===== src/rtl/vec_acc_n_if.sv =====
// Stream bundle for vec_acc_n: input beats (s_*) and frame results (m_*).
// The slave modport is the accumulator's view; the master modport drives it.
interface vec_acc_n_if #(
    parameter int LANES = 6,
    parameter int IN_W  = 32,
    parameter int ACC_W = 48
) ();
    logic [LANES*IN_W-1:0]  s_data;
    logic                   s_valid;
    logic                   s_last;
    logic                   s_ready;
    logic [LANES*ACC_W-1:0] m_data;
    logic [15:0]            m_count;
    logic [LANES-1:0]       m_ovf;
    logic                   m_valid;
    logic                   m_ready;

    modport slave (
        input  s_data, s_valid, s_last, m_ready,
        output s_ready, m_data, m_count, m_ovf, m_valid
    );

    modport master (
        output s_data, s_valid, s_last, m_ready,
        input  s_ready, m_data, m_count, m_ovf, m_valid
    );
endinterface


===== src/rtl/vec_acc_n.sv =====
// Per-lane frame accumulator with one accumulator bank and one output bank.
// Optional macro VEC_ACC_SAT_EN: saturating lane adds with sticky per-lane overflow.
module vec_acc_n #(
    parameter int LANES = 6,
    parameter int IN_W  = 32,
    parameter int ACC_W = 48
) (
    input  logic         clk,
    input  logic         rst_n,
    vec_acc_n_if.slave   bus
);
    typedef enum logic [1:0] {
        IDLE  = 2'd0,
        ACC   = 2'd1,
        STALL = 2'd2
    } state_t;

    state_t                 state_r, state_nxt_s;
    logic [LANES*ACC_W-1:0] acc_r, acc_nxt_s;
    logic [15:0]            cnt_r, cnt_nxt_s;
    logic [LANES-1:0]       aovf_r, aovf_nxt_s;
    logic [LANES*ACC_W-1:0] m_data_r, m_data_nxt_s;
    logic [15:0]            m_count_r, m_count_nxt_s;
    logic [LANES-1:0]       m_ovf_r, m_ovf_nxt_s;
    logic                   m_valid_r, m_valid_nxt_s;
    logic                   s_ready_r, s_ready_nxt_s;

    logic [LANES-1:0][ACC_W:0] add_s;
    logic [LANES*ACC_W-1:0]    sum_s;
    logic [LANES-1:0]          ovf_s;
    logic [15:0]               cnt_inc_s;
    logic                      accept_s;
    logic                      out_free_s;
    logic                      xfer_s;

    // Returns {overflow, sum}; overflow only ever reported when saturation is built in.
    function automatic logic [ACC_W:0] lane_add(input logic [ACC_W-1:0] a,
                                                input logic [ACC_W-1:0] b);
        logic [ACC_W-1:0] sum;
        logic             ovf;
        sum = a + b;
        ovf = (a[ACC_W-1] == b[ACC_W-1]) && (sum[ACC_W-1] != a[ACC_W-1]);
`ifdef VEC_ACC_SAT_EN
        if (ovf) begin
            sum = a[ACC_W-1] ? {1'b1, {(ACC_W-1){1'b0}}} : {1'b0, {(ACC_W-1){1'b1}}};
        end else begin
            sum = sum;
        end
`else
        ovf = 1'b0;
`endif
        return {ovf, sum};
    endfunction

    assign accept_s   = bus.s_valid && s_ready_r;
    assign out_free_s = !m_valid_r || bus.m_ready;
    assign xfer_s     = m_valid_r && bus.m_ready;

    // Candidate accumulator contents if a beat is accepted this cycle (IDLE restarts from zero).
    always_comb begin
        add_s = '0;
        sum_s = '0;
        ovf_s = '0;
        for (int i = 0; i < LANES; i++) begin
            add_s[i] = lane_add((state_r == IDLE) ? {ACC_W{1'b0}} : acc_r[i*ACC_W +: ACC_W],
                                ACC_W'($signed(bus.s_data[i*IN_W +: IN_W])));
            sum_s[i*ACC_W +: ACC_W] = add_s[i][ACC_W-1:0];
            ovf_s[i] = add_s[i][ACC_W] | ((state_r == IDLE) ? 1'b0 : aovf_r[i]);
        end
        cnt_inc_s = (state_r == IDLE) ? 16'd1 :
                    ((cnt_r == 16'hFFFF) ? cnt_r : cnt_r + 16'd1);
    end

    // Next-state and bank-update decisions.
    always_comb begin
        state_nxt_s   = state_r;
        acc_nxt_s     = acc_r;
        cnt_nxt_s     = cnt_r;
        aovf_nxt_s    = aovf_r;
        m_data_nxt_s  = m_data_r;
        m_count_nxt_s = m_count_r;
        m_ovf_nxt_s   = m_ovf_r;
        if (xfer_s) begin
            m_valid_nxt_s = 1'b0;
        end else begin
            m_valid_nxt_s = m_valid_r;
        end
        case (state_r)
            IDLE, ACC: begin
                if (accept_s) begin
                    if (bus.s_last && out_free_s) begin
                        m_data_nxt_s  = sum_s;
                        m_count_nxt_s = cnt_inc_s;
                        m_ovf_nxt_s   = ovf_s;
                        m_valid_nxt_s = 1'b1;
                        state_nxt_s   = IDLE;
                    end else if (bus.s_last) begin
                        acc_nxt_s   = sum_s;
                        cnt_nxt_s   = cnt_inc_s;
                        aovf_nxt_s  = ovf_s;
                        state_nxt_s = STALL;
                    end else begin
                        acc_nxt_s   = sum_s;
                        cnt_nxt_s   = cnt_inc_s;
                        aovf_nxt_s  = ovf_s;
                        state_nxt_s = ACC;
                    end
                end else begin
                    state_nxt_s = state_r;
                end
            end
            STALL: begin
                // The output bank is always full here, so m_ready alone means a transfer.
                if (bus.m_ready) begin
                    m_data_nxt_s  = acc_r;
                    m_count_nxt_s = cnt_r;
                    m_ovf_nxt_s   = aovf_r;
                    m_valid_nxt_s = 1'b1;
                    state_nxt_s   = IDLE;
                end else begin
                    state_nxt_s = STALL;
                end
            end
            default: begin
                state_nxt_s = IDLE;
            end
        endcase
        s_ready_nxt_s = (state_nxt_s != STALL);
    end

    // State, accumulator bank and output bank registers.
    always_ff @(posedge clk or negedge rst_n) begin
        if (!rst_n) begin
            state_r   <= IDLE;
            acc_r     <= '0;
            cnt_r     <= 16'd0;
            aovf_r    <= '0;
            m_data_r  <= '0;
            m_count_r <= 16'd0;
            m_ovf_r   <= '0;
            m_valid_r <= 1'b0;
            s_ready_r <= 1'b0;
        end else begin
            state_r   <= state_nxt_s;
            acc_r     <= acc_nxt_s;
            cnt_r     <= cnt_nxt_s;
            aovf_r    <= aovf_nxt_s;
            m_data_r  <= m_data_nxt_s;
            m_count_r <= m_count_nxt_s;
            m_ovf_r   <= m_ovf_nxt_s;
            m_valid_r <= m_valid_nxt_s;
            s_ready_r <= s_ready_nxt_s;
        end
    end

    assign bus.s_ready = s_ready_r;
    assign bus.m_data  = m_data_r;
    assign bus.m_count = m_count_r;
    assign bus.m_ovf   = m_ovf_r;
    assign bus.m_valid = m_valid_r;
endmodule


===== src/flat_wrapper.sv =====
// flat-port wrapper written by rule: the top's interface ports become plain ports
module vec_acc_n_flat 
#(
    parameter int LANES = 6,
    parameter int IN_W  = 32,
    parameter int ACC_W = 48
)
  (clk, rst_n, bus_s_data, bus_s_valid, bus_s_last, bus_m_ready, bus_s_ready, bus_m_data, bus_m_count, bus_m_ovf, bus_m_valid);
  vec_acc_n_if #(.LANES(LANES), .IN_W(IN_W), .ACC_W(ACC_W)) bus_i ();
  input  logic clk;
  input  logic rst_n;
  input wire logic [$bits(bus_i.s_data)-1:0] bus_s_data;
  input wire logic [$bits(bus_i.s_valid)-1:0] bus_s_valid;
  input wire logic [$bits(bus_i.s_last)-1:0] bus_s_last;
  input wire logic [$bits(bus_i.m_ready)-1:0] bus_m_ready;
  output wire logic [$bits(bus_i.s_ready)-1:0] bus_s_ready;
  output wire logic [$bits(bus_i.m_data)-1:0] bus_m_data;
  output wire logic [$bits(bus_i.m_count)-1:0] bus_m_count;
  output wire logic [$bits(bus_i.m_ovf)-1:0] bus_m_ovf;
  output wire logic [$bits(bus_i.m_valid)-1:0] bus_m_valid;
  assign bus_i.s_data = bus_s_data;
  assign bus_i.s_valid = bus_s_valid;
  assign bus_i.s_last = bus_s_last;
  assign bus_i.m_ready = bus_m_ready;
  assign bus_s_ready = bus_i.s_ready;
  assign bus_m_data = bus_i.m_data;
  assign bus_m_count = bus_i.m_count;
  assign bus_m_ovf = bus_i.m_ovf;
  assign bus_m_valid = bus_i.m_valid;
  vec_acc_n #(.LANES(LANES), .IN_W(IN_W), .ACC_W(ACC_W)) u_core (.clk(clk), .rst_n(rst_n), .bus(bus_i));
endmodule

===== config.mk =====
export PLATFORM = sky130hd
export DESIGN_NAME = vec_acc_n_flat
export DESIGN_NICKNAME = d
export VERILOG_FILES = /design/src/rtl/vec_acc_n_if.sv /design/src/rtl/vec_acc_n.sv /design/src/flat_wrapper.sv
export SDC_FILE = /design/constraint.sdc
export NUM_CORES = 2
export LEC_CHECK = 0
export CORE_ASPECT_RATIO = 0.7
export CORE_UTILIZATION = 52
export DETAILED_ROUTE_END_ITERATION = 16
export PLACE_DENSITY = 0.75
export SETUP_SLACK_MARGIN = 0.4
export SLEW_MARGIN = 20
export SYNTH_ARGS = -nofsm -noshare
export SYNTH_HDL_FRONTEND = slang
export SYNTH_SLANG_ARGS = --single-unit
export TNS_END_PERCENT = 50

===== constraint.sdc =====
create_clock -name clk -period 11.7 [get_ports clk]
set_clock_uncertainty 0.15 [all_clocks]
set_input_delay 2.34 -clock clk [delete_from_list [all_inputs] [get_ports clk]]
set_output_delay 2.34 -clock clk [all_outputs]
set_load 0.01 [all_outputs]

==> flow_summary.json <==
{
  "critPathCaptureType": "flop",
  "first_pass_iters": 6,
  "rows": 87,
  "holdCritStartpoint": "u_core.bus.m_ovf[0]$_DFFE_PN0P_",
  "start_kind": "input port",
  "synth_common_cells": "nand2_1, dfrtp_1, o21ai_0",
  "synth.distinct_cells": 87,
  "route.detailed.drc": 0,
  "clkSlewWorstSetupHoldPaths_ns": 0.06,
  "power.density_nw_per_um2": 236,
  "cp_cell_sequence": "clkdlybuf4s50_1 -> ha_1 -> fa_1 -> a21oi_1 -> o21ai_0 -> a2111oi_0 -> o211ai_1 -> a2111oi_0 -> o41ai_1 -> a211oi_1 -> xor2_1 -> o21ai_0",
  "hpwlAfterDp_um": 86500,
  "grtUsageTotal_pct": 29.7,
  "yosysMostFrequentCell": "nand2_1",
  "synthMuxAreaShare_pct": 1.10,
  "synth_fa_ha_area_share_pct": 8.64,
  "wl_per_cell_um": 18.9,
  "synth.top_cell.area_share_pct": 36.8,
  "r2r_start": "u_core.state_r[1]$_DFF_PN0_",
  "critPathMaxFanout": 2,
  "grt_pass1_wl_um": 198000,
  "synthTopCellsByArea": "dfrtp_1, ha_1, nand2_1",
  "min_path_type": "flop to flop",
  "cts_sinks": 624,
  "rr_endpoint": "u_core.bus.m_data[184]$_DFFE_PN0P_",
  "root_buffer": "clkbuf_16",
  "crit_slowest_cell": "a2111oi_0",
  "drv_slew": 0,
  "synth_xor_area_share_pct": 5.91,
  "synthCells": 5186,
  "syn_area_um2": 42400,
  "syn_area_per_cell_um2": 8.17,
  "clock_latency_ns": 0.62,
  "cts_made_buffers": 68,
  "cts_tree": "built",
  "holdPathEnd": "u_core.bus.m_ovf[0]$_DFFE_PN0P_",
  "post_cts_buffers": 0,
  "placement.io_buffers": 508,
  "post_cts_resized": 0,
  "final_nets": 5979,
  "r2r_setup_slack_ns": 5.83,
  "synth_seq_cells": 624,
  "synth_area_leader_cell": "dfrtp_1",
  "irDropWorstVdd_uv": 130,
  "critical_path_class": "input port to flop",
  "first_global_vias": 35890,
  "fmax_mhz": 155,
  "area_growth_pct": 19.3,
  "drtIter0Drc": 2866,
  "synth_ff_type": "dfrtp_1",
  "final_util_pct": 62.8,
  "gp_congestion": 0.931,
  "core_area_um2": 80600,
  "syn_nets": 5672,
  "setup_viol_count_final": 0,
  "routed_wl_um": 125000,
  "synthSimpleGateAreaFrac_pct": 20.1,
  "dr_total_vias": 38593,
  "critPathRequiredTime_ns": 12.01,
  "antenna_found_initial": 5,
  "synth_edf_count": 0,
  "reg2regPathDepth": 16,
  "drive_gt1_share_pct": 4.06,
  "post-route-min-period_ns": 6.44,
  "dieArea_um2": 82700,
  "cts_max_path_buffers": 3,
  "synthArstFlopShare_pct": 100,
  "min_period_over_period_pct": 55.1,
  "hold_buffers": 0,
  "slew-limit-headroom_pct": 26.6,
  "synth_top_family_by_area": "compound AO/OA/AOI/OAI gates",
  "die_height_um": 241,
  "drv_cap": 0,
  "io_pins": 509,
  "holdPathStages": 2,
  "cp_slowest_stage_delay_ns": 0.77,
  "synth_compound_area_share_pct": 24.2,
  "nFillCells": 7000,
  "rsz0062_at_grt": "false",
  "grt_max_degree": 242,
  "initial_utilization_pct": 52.6,
  "synth_seq_area_share_pct": 36.8,
  "p_leak_nw": 23.2,
  "die_w_um": 343,
  "synth-warning-count": 0,
  "fin_tns_setup_ns": 0,
  "tightest_slew_ns": 1.10,
  "via_per_inst": 5.83,
  "htreeDepth": 3,
  "grt_overflow_total": 0,
  "crit_arrival_ns": 6.76,
  "run_status": "finished, final reports clean",
  "hold_viol_final": 0,
  "ant_nets": 0
}
-- worst max-delay path: cells and delay by family --
| kind | cells | cell delay (ns) |
|---|---|---|
| XOR/XNOR | 1 | 0.20 |
| buffers and inverters | 1 | 0.47 |
| adder cells (fa/ha/maj) | 2 | 0.70 |
| AO/OA/AOI/OAI | 8 | 3.04 |
-- sequential cells by signal, summed over array words and instances (netlist names) --
signal,count
u_core.state_r,2
u_core.aovf_r,6
u_core.acc_r,288
u_core.bus.m_valid,1
u_core.bus.s_ready,1
u_core.bus.m_count,16
u_core.bus.m_data,288
u_core.cnt_r,16
u_core.bus.m_ovf,6
-- layer usage --
layer  global-route usage, %  share of wire (%)  wire length, µm
met3                    4.80                6.3             7900
met4                    8.57                2.7             3380
met2                    44.3                 43            53900
met1                    44.2                 48            59800
met5                       0              0.010               13
-- how the worst max path moves through the flow --
stage	start	to	depth (start not counted)
5_1_grt	bus_s_data[32]	u_core.acc_r[84]$_DFFE_PN0P_	12
3_5_place_dp	bus_s_data[32]	u_core.acc_r[84]$_DFFE_PN0P_	12
6_report	bus_s_data[32]	u_core.acc_r[84]$_DFFE_PN0P_	12
2_1_floorplan	bus_s_data[160]	u_core.acc_r[286]$_DFFE_PN0P_	13
4_1_cts	bus_s_data[32]	u_core.acc_r[84]$_DFFE_PN0P_	12
3_3_place_gp	bus_s_data[32]	u_core.bus.m_data[84]$_DFFE_PN0P_	12
-- kinds of logic (layout without fill, tap and decap cells) --
kind of cell,after synthesis,after routing
adders and majority gates,289,289
and+or+nand+nor,1854,1854
DFF,624,624
buffers and inverters,366,725
xor gates and xnor gates,286,286
muxes,43,43
AOI/OAI and AO/OA,1724,1724
other,0,5
-- layout make-up --
cell class,count,area [µm²],share of cell area [%]
inverters,69,259,0.512
diodes,5,12.5,0.0248
clock inverters,33,500,0.990
clock buffers,89,2030,4.01
well taps,1068,1340,2.64
multi-input cells,4196,25400,50.3
repair buffers,534,5360,10.6
flip-flops and latches,624,15600,30.9
-- per-stage QoR --
stage / area, µm² / hold slack, ns / instances / power, mW / setup slack, ns
global route: 50500 / 0.336 / 6615 / 12.8 / 5.12
global placement: 48000 / 0.301 / 6491 / 9.28 / 4.82
CTS: 50500 / 0.319 / 6613 / 12.0 / 5.48
floorplan: 42400 / 0.305 / 5186 / 7.17 / 6.28
detailed placement: 48000 / 0.305 / 6491 / 9.42 / 4.85
finish: 50500 / 0.313 / 6618 / 11.9 / 5.26
-- cells in the final DEF, fill, tap and decap left out, drive strengths merged, types with 155 or more instances in the layout --
cell           instances
a21o                 198
a21oi                531
and2                 303
clkdlybuf4s50        507
dfrtp                624
ha                   283
nand2                800
nor2                 390
o21ai                604
xnor2                155
-- power breakdown --
part	total, mW	internal [mW]	switching (mW)
Combinational	5.68	2.58	3.10
Clock	2.45	1.51	0.944
Sequential	3.80	3.13	0.679
(Power assumes the default switching activity.)
